## src/rtl/rr_grant_arbiter_8ch.sv

```systemverilog
// Round-robin arbiter: picks one requesting channel, restarts the grant-window counter,
// holds a one-hot grant for the window, then rotates priority past the served channel.
module rr_grant_arbiter_8ch #(
  parameter int NCH = 8,
  parameter int IDW = 3
) (
  input  logic           Clk,
  input  logic           Reset,
  input  logic [NCH-1:0] req,
  input  logic           gnt_done,
  input  logic           count_done,
  output logic           count_reset,
  output logic [NCH-1:0] gnt,
  output logic [IDW-1:0] gnt_id,
  output logic           gnt_valid,
  output logic           busy
);

  typedef enum logic [1:0] {IDLE, START, GRANT, RELEASE} state_t;

  state_t         state;
  logic [NCH-1:0] gnt_q;
  logic [IDW-1:0] last_id;
  logic [IDW-1:0] win_id;
  logic [IDW-1:0] base_id;
  logic [IDW-1:0] cand;
  logic [IDW-1:0] next_id;
  logic           next_hit;

  // In RELEASE last_id is still being updated, so rotate from the channel just served.
  always_comb begin
    base_id  = (state == RELEASE) ? win_id : last_id;
    next_id  = base_id;
    next_hit = 1'b0;
    cand     = base_id;
    for (int i = 1; i <= NCH; i++) begin
      cand = base_id + IDW'(i);
      if (!next_hit && req[cand]) begin
        next_hit = 1'b1;
        next_id  = cand;
      end
    end
  end

  always_ff @(posedge Clk or posedge Reset) begin
    if (Reset) begin
      state       <= IDLE;
      gnt_q       <= '0;
      count_reset <= 1'b1;
      last_id     <= '1;
      win_id      <= '0;
      gnt_id      <= '0;
    end else begin
      // count_reset is high exactly for the cycle spent in START.
      count_reset <= 1'b0;
      case (state)
        IDLE: begin
          if (next_hit) begin
            win_id      <= next_id;
            gnt_id      <= next_id;
            count_reset <= 1'b1;
            state       <= START;
          end
        end
        START: begin
          gnt_q <= {{(NCH-1){1'b0}}, 1'b1} << win_id;
          state <= GRANT;
        end
        GRANT: begin
          if (count_done || !req[win_id]) begin
            gnt_q <= '0;
            state <= RELEASE;
          end
        end
        RELEASE: begin
          last_id <= win_id;
          if (next_hit) begin
            win_id      <= next_id;
            gnt_id      <= next_id;
            count_reset <= 1'b1;
            state       <= START;
          end else begin
            state <= IDLE;
          end
        end
        default: state <= IDLE;
      endcase
    end
  end

  // The count_done cycle has gnt_done low, which gives a guard cycle with no grant.
  assign gnt       = (state == GRANT) ? (gnt_q & {NCH{gnt_done}}) : '0;
  assign gnt_valid = |gnt;
  assign busy      = (state != IDLE);

endmodule

```

## config.mk

```make
export PLATFORM = sky130hd
export DESIGN_NAME = rr_grant_arbiter_8ch
export DESIGN_NICKNAME = d
export VERILOG_FILES = /design/src/rtl/rr_grant_arbiter_8ch.sv
export SDC_FILE = /design/constraint.sdc
export NUM_CORES = 1
export LEC_CHECK = 0
export ABC_AREA = 1
export ABC_CLOCK_PERIOD_IN_PS = 6050
export CAP_MARGIN = 20
export CORE_MARGIN = 5
export CORE_UTILIZATION = 50
export DETAILED_ROUTE_END_ITERATION = 16
export HOLD_SLACK_MARGIN = 0.03
export PLACE_DENSITY = 0.73
export SLEW_MARGIN = 30
export SYNTH_ARGS = -nofsm -noshare
export SYNTH_HDL_FRONTEND = slang
export SYNTH_SLANG_ARGS = --single-unit
```

## constraint.sdc

```tcl
create_clock -name Clk -period 6.05 [get_ports Clk]
set_clock_uncertainty 0.2 [all_clocks]
set_input_delay 0.605 -clock Clk [delete_from_list [all_inputs] [get_ports Clk]]
set_output_delay 0.605 -clock Clk [all_outputs]
set_load 0.03 [all_outputs]
```

# --- After elaboration in Yosys (flattened, before gate mapping) ---
# Index checks and enable logic that the tools add are counted.
# W data, S select, Z words.
word_totals:
  reg_bits: 17
  latchBits: 0
  ramBits: 0
  mem_bits_ro: 0
  input_bits: 12
  out_inout_bits: 14
  word_cells: 96
  n_memories: 0
classes:
  addsub: 7
  multipliers: 0
  n_div: 0
  order_cmp: 9
  eq_ne: 5
  shifts: 1
  n_mux: 44
  n_bitwise: 1
  reduce_logical: 24
op_table:
  columns: ["operator", "count"]
  rows:
  - ["$lt A3 B4 Y1 const B", 9]
  - ["$bmux W1 S3", 9]
  - ["$mux W3", 9]
  - ["$mux W1", 20]
  - ["$mux W8", 2]
  - ["$pmux W8 S2", 1]
  - ["$add A3 B3 Y3 const B", 4]
  - ["$and A8 B8 Y8", 1]
  - ["$logic_not A1 Y1", 8]
  - ["$pmux W2 S4", 1]
  - ["$reduce_or A8 Y1", 1]
  - ["$shl A1 B3 Y8 const A", 1]
  - ["$logic_and A1 B1 Y1", 7]
  - ["$add A3 B2 Y3 const B", 2]
  - ["$reduce_and A2 Y1", 3]
  - ["$eq A2 B2 Y1 const B", 2]
  - ["$mux W2", 2]
  - ["$ne A2 B2 Y1 const B", 2]
  - ["$reduce_bool A2 Y1", 2]
  - ["$add A3 B1 Y3 const B", 1]
  - ["$eq A2 B1 Y1 const B", 1]
  - ["$logic_not A2 Y1", 1]
  - ["$reduce_or A2 Y1", 1]
  - ["$logic_or A1 B1 Y1", 1]

# --- Depth between registers and ports, before layout ---
logic_depth:
  word_depth: 29
  ltp_mapped: 23
  ltp_nobuf: 21

# --- Least setup slack after synthesis ---
# No wires, ideal clock.
synth_timing:
  kind: "register to register"
  start: "reg state[0]"
  end: "reg win_id[0]"
  setup_ns: 0.117
  arrival_time_ns: 2.424
  t_required_ns: 5.733
  setup_slack_ns: 3.309
  path_stages_with_launch: 19
  path_buffers: 2
  period_less_slack_ns: 2.741
  cell_sequence: "dfrtp_1 > ha_1 > buf_6 > nand2_2 > buf_6 > nand2_1 > ha_1 > inv_1 > nand3_1 > nand3_2 > nand2_1 > nor2_2 > nand4_2 > nor2_4 > nand3_2 > nand2_2 > inv_2 > nand2_1 > nand2_1"
synth_via:
  elab_chain_len: 28
  elab_cells_between_ends: 58
  cone_classes: "add/sub (7); eq/ne (1); mux (33); reduce/logical (17)"
synth_lines:
  columns: ["item", "line_no", "text"]
  rows:
  - ["start, declared", "21", "state_t state;"]
  - ["start signal, assigned", "47", "state <= IDLE;"]
  - ["start signal, assigned", "62", "state <= START;"]
  - ["start signal, assigned", "67", "state <= GRANT;"]
  - ["$eq A2 B2 Y1", "32, 56", null]
  - ["$mux W3", null, null]
  - ["$add A3 B1 Y3", "37", "cand = base_id + IDW'(i);"]
  - ["$bmux W1 S3", "38", "if (!next_hit && req[cand]) begin"]
  - ["$mux W1 (implied by the code)", "38", null]
  - ["$mux W1", "38", null]
  - ["$logic_not A1 Y1", "38", null]
  - ["$logic_and A1 B1 Y1", "38", null]
  - ["[... 12 more ...]", null, null]
  - ["$mux W1", "38", null]
  - ["$logic_not A1 Y1", "38", null]
  - ["$logic_and A1 B1 Y1", "38", null]
  - ["$mux W1", "38", null]
  - ["$logic_not A1 Y1", "38", null]
  - ["$logic_and A1 B1 Y1", "38", null]
  - ["$mux W1", "38", null]
  - ["$reduce_and A2 Y1 (no source line)", null, null]
  - ["end signal, assigned", "59", "win_id <= next_id;"]
  - ["end signal, assigned", "78", "win_id <= next_id;"]
  - ["end, declared", "24", "logic [IDW-1:0] win_id;"]
# Parallel ways exist; a longest one is shown, timed or not. The select of a mux whose other input is x is not followed.
# A chain may end at the register's enable or synchronous reset.

# --- Final worst setup path ---
# Ends and elaborated chain as after synthesis.

==> impl_metrics.toml <==
[logic_synthesis]
synth-seq-cells = 17
seq_area_frac_synth = 0.214
postSynthAreaPerCell_sq_um = 6.40
syn_area_sq_mm = 0.00201
yosysUniqueCellTypes = 26
synth_nets = 330
synthCells = 314
yosysWarnings = 0

[global_route]
grt_pass1_vias = 1961
grt_max_degree = 18
antenna_found_initial = 0
grt_util_all_layers = 0.205
grt-ovfl-total = 0
grt_pass1_wl_microns = 8760

[critical_path]
path_buf_inv = 3
cp_common_cell = "nand2_1"
cp.required_ns = 5.99
worst-r2r-setup-slack_ns = 2.78
cp-end-kind = "flip-flop"
critPathLaunchType = "flip-flop"
critical_path_class = "flip-flop to flip-flop"
crit_family = "simple AND/OR/NAND/NOR gates"
crit_fanout = 12
worstPathArrival_ns = 3.21
path_cells = "ha_1 -> inv_6 -> nand2_1 -> nand2_1 -> ha_1 -> inv_1 -> nand3_1 -> nand3_1 -> nand2_2 -> nand2_4 -> nor2_8 -> nand4_2 -> nor2_2 -> inv_1 -> nand2_1 -> nand2_1 -> nand2_1 -> nand2_1"
path_depth = 18
rr_worst_depth = 18
slowest_stage = "ha_1"
slowest_delay_ns = 0.52

[die]
row_count = 23
pin_count = 26
die_area_sq_mm = 0.00538
start_util = 0.509
coreArea_sq_mm = 0.00394
dieWidth_microns = 73.4
die_y_microns = 73.4

[detailed_routing]
top_layer = "met4"
ant_nets = 0
drt_first_pass_iters = 4
wl_met2_microns = 2380
vias_per_cell = 5.24
drc = 0
wl_microns = 5030
met3WireLength_microns = 146
vias = 2028
wire_per_inst_microns = 13.0
drt_iter0_markers = 164
drt-met1-wl_microns = 2410

[sta]
slew_headroom = 0.558
final-setup-viol-count = 0
fin_setup_tns_ns = 0
worst_slew_pin_slew_ns = 0.662
report.final.slew_viol_count = 0
clock.fmax_ghz = 0.306
rsz0062_at_grt = "no"
timing.final.crit_period_ns = 3.27
hold_viol_final = 0
finalCritPeriodShare = 0.540

[min_path]
hold_depth = 2
min_path_type = "flip-flop to flip-flop"

[clock_network]
clock_latency_ns = 0.26
cts.clk_slew.worst_paths_ns = 0.06
cts_sinks = 17
cts_setup_buffers = 0
clock_path_buffers = 2
ctsHtreeMaxLevel = 1
cts_tree = "done"
ctsResizeCount = 0
clockRootBuffer = "clkbuf_8"
hold_buffers = 0
cts_buffers = 3

[layout]
layout-drive-gt1-share = 0.175
mostFrequentLayoutCells = "nand2_1, nand3_1, inv_1, clkdlybuf4s50_1, nor2_1"
area_delta_synth_final_pct = 14.4
nFillCells = 404
antenna_cells = 0
final_common_cell = "nand2_1"
stdcell_count = 387
final_nets = 354

[place]
dp_cells = 383
port_buffers = 25
place_congestion = 0.858
hpwl_microns = 4020

[run]
maxCapViolCount = 0

[status]
outcome = "finished clean"
==> stage by stage <==
stage | setup WS (ns) | area, sq um | utilization | hold slack, ns
after global placement | 2.87 | 2250 | 0.571 | 0.308
after global routing | 2.44 | 2300 | 0.583 | 0.364
after detailed placement | 2.80 | 2250 | 0.571 | 0.328
after floorplan | 3.31 | 2010 | - | 0.284
after CTS | 2.77 | 2300 | 0.583 | 0.342
final | 2.78 | 2300 | 0.583 | 0.339
==> cell families after synthesis <==
group,Yosys count,share of synthesized area
AO/OA/AOI/OAI,22,0.0567
adder cells (fa/ha/maj),4,0.0249
buffers and inverters,47,0.113
flip-flops,17,0.214
AND/OR/NAND/NOR,224,0.591
==> state kept, by name, indices dropped and copies added (netlist names) <==
| name | cells |
|---|---|
| gnt_q | 8 |
| win_id | 3 |
| state | 2 |
| count_reset | 1 |
| last_id | 3 |
==> per-layer routing <==
metal  vias to the layer above  GRT usage
met5                         -          0
met4                         0     0.0664
met3                         9     0.0233
met2                        39      0.346
met1                       927      0.273
li1                       1053          -
==> worst paths after layout <==
path / startpoint / end
min in group asynchronous: Reset / gnt_q[6]$_DFFE_PP0P_
max in group asynchronous: Reset / gnt_q[0]$_DFFE_PP0P_
setup reg to reg: state[0]$_DFFE_PP0P_ / win_id[0]$_DFFE_PP0P_
setup / recovery: state[0]$_DFFE_PP0P_ / win_id[0]$_DFFE_PP0P_
hold reg to reg: last_id[2]$_DFF_PP1_ / last_id[2]$_DFF_PP1_
hold / removal: last_id[2]$_DFF_PP1_ / last_id[2]$_DFF_PP1_
==> cells in the mapped netlist <==
cell type	n	area, sq um
clkbuf_1	1	3.75
nor4_1	2	12.5
a21oi_1	3	15.0
nand2_4	13	146
buf_12	1	20.0
buf_6	4	45.0
nand3_2	11	110
nand2_1	98	368
nand4_1	3	18.8
o22ai_1	3	18.8
nor2_2	3	18.8
nand3_1	48	240
ha_1	4	50.1
nor2_8	1	20.0
nand4_2	4	50.1
o21ai_1	2	10.0
and2_1	1	6.26
dfrtp_1	13	325
nor2_1	24	90.1
inv_2	3	11.3
dfstp_2	4	105
nand2_2	15	93.8
inv_6	1	8.76
o21ai_0	14	70.1
nor2_4	1	11.3
inv_1	37	139
==> tightest hold or removal path, stage by stage (launching register included) <==
cell	delay, ns
dfstp_2	0.37
nand2_2	0.07
nand2_4	0.08
==> final cells by class <==
type | instances | area, sq um | area share
inverter | 41 | 159 | 0.0692
multi-input combinational | 250 | 1350 | 0.588
clock buffer | 4 | 45.0 | 0.0196
sequential | 17 | 430 | 0.187
timing repair buffer | 25 | 250 | 0.109
tap | 50 | 62.6 | 0.0272
Power is not shown: default switching activity piles up to over one toggle a cycle in this logic, so the estimate is an artifact.
==> patch (config.mk and constraints unchanged) <==
`NCH`: 8 -> 7.
--- a/src/rtl/rr_grant_arbiter_8ch.sv
+++ b/src/rtl/rr_grant_arbiter_8ch.sv
@@ -1,7 +1,7 @@
 // Round-robin arbiter: picks one requesting channel, restarts the grant-window counter,
 // holds a one-hot grant for the window, then rotates priority past the served channel.
 module rr_grant_arbiter_8ch #(
-  parameter int NCH = 8,
+  parameter int NCH = 7,
   parameter int IDW = 3
 ) (
   input  logic           Clk,
Ports: changed (resized gnt and req); port bits go from 26 to 24. The function was not compared with the original's and may differ.
==> patch against the original RTL <==
Sequential cell count fell by 1; design area fell by 12%; hold slack gained 11 ps; die area is 12% lower; critical path depth unchanged; synthesized cell count fell by 11%; area after synthesis down 13%; count of clock-buffer cells in the layout stayed put; setup slack improved by 63 ps; routed wire length fell by 12%.
Power is left out: the tool's default activity adds up to more than one toggle a clock period on the data nets, which glitch-free logic cannot reach.
==> patch: results (changes against the original RTL) <==
Critical path
  – CP arrival: 3190 ps (-20 ps)
  – Slowest cell delay on critical path: 440 ps (-80 ps)
  – CP Capture Point: win_id[1]$_DFFE_PP0P_
  – CP Max Fanout: 15 (+3)
  – Reg2reg start: state[0]$_DFFE_PP0P_
  – Cell family with most CP delay: simple AND/OR/NAND/NOR gates

Worst hold path
  – Min-delay src: gnt_q[4]$_DFFE_PP0P_
  – Hold crit path type: reg -> reg
  – WHS Endpoint: gnt_q[4]$_DFFE_PP0P_

GRT
  – Largest net degree at the start of global routing: 17 (-1)
  – Initial antenna violation count: 0 (unchanged)
  – First-pass GRT wire length: 7650 µm (-13%)
  – Vias in the first global route: 1711 (-13%)
  – Gr usage total: 0.211 (+0.00569)

Finish
  – Nets: 320 (-9.6%)
  – Largest registers: gnt_q (7), last_id (3), win_id (3)
  – FILL cells: 353 (-13%)
  – Layout cells sized above 1: 0.132 (-0.0435)

CTS
  – CTS root buf: clkbuf_4
  – Worst skew pair latency: 300 ps (+40 ps)
  – Clock slew at reported path FFs: 120 ps (+60 ps)

Yosys
  – Post-synth top cells: 96 x nand2_1, 43 x nand3_1, 38 x inv_1, 14 x nor2_1, 14 x o21ai_0
  – Area contributors post-synth: nand2_1 21%, dfrtp_1 17%, nand3_1 12%, inv_1 8.2%, dfstp_2 6.0%
  – Syn nets: 296 (-10%)
  – Sequential area share after synthesis: 0.233 (+0.0189)
  – Async S/R FF share, synth: 1.00 (unchanged)

Routing
  – Via Count: 1787 (-12%)
  – DRT iter0 DRCs: 151 (-7.9%)
  – Drt wl/cell: 12.7 µm (-2.4%)

Placement
  – Buffers on Ports: 23 (-8.0%)
  – Gp weighted congestion: 0.858 (about the same)
  – HPWL Detailed: 3580 µm (-11%)

Run status
  – Outcome: finished clean

Timing
  – Slew @ Worst Pin: 633 ps (-28.4 ps)
## patch: kinds of logic after synthesis
family | count (synthesis) | synth area share
and+or+nand+nor | 193 | 0.558
DFF | 16 | 0.233
AOI/OAI and AO/OA | 24 | 0.0749
buffers and inverters | 44 | 0.105
adders and majority gates | 4 | 0.0288
## patch: cell type report
class | instances | area share
flip-flops and latches | 16 | 0.200
multi-input cells | 221 | 0.566
clock buffers | 4 | 0.0179
well taps | 46 | 0.0283
inverters | 40 | 0.0751
repair buffers | 23 | 0.113
## patch: through the flow
step	util	hold WS [ps]	instance area, µm²	std cells	setup WS [ps]
3_5_place_dp	0.593	331	2000	346	2880
2_1_floorplan	-	291	1740	281	3170
6_report	0.604	350	2030	350	2840
5_1_grt	0.604	368	2030	350	2590
3_3_place_gp	0.593	319	2000	346	2990
4_1_cts	0.604	355	2030	350	2860
## patch: layer usage
metal	track usage	up-vias	routed length [µm]
met1	0.297	782	2160
li1	-	951	-
met3	0.0454	2	329
met2	0.326	52	1930
met5	0	-	0
met4	0.0511	0	23
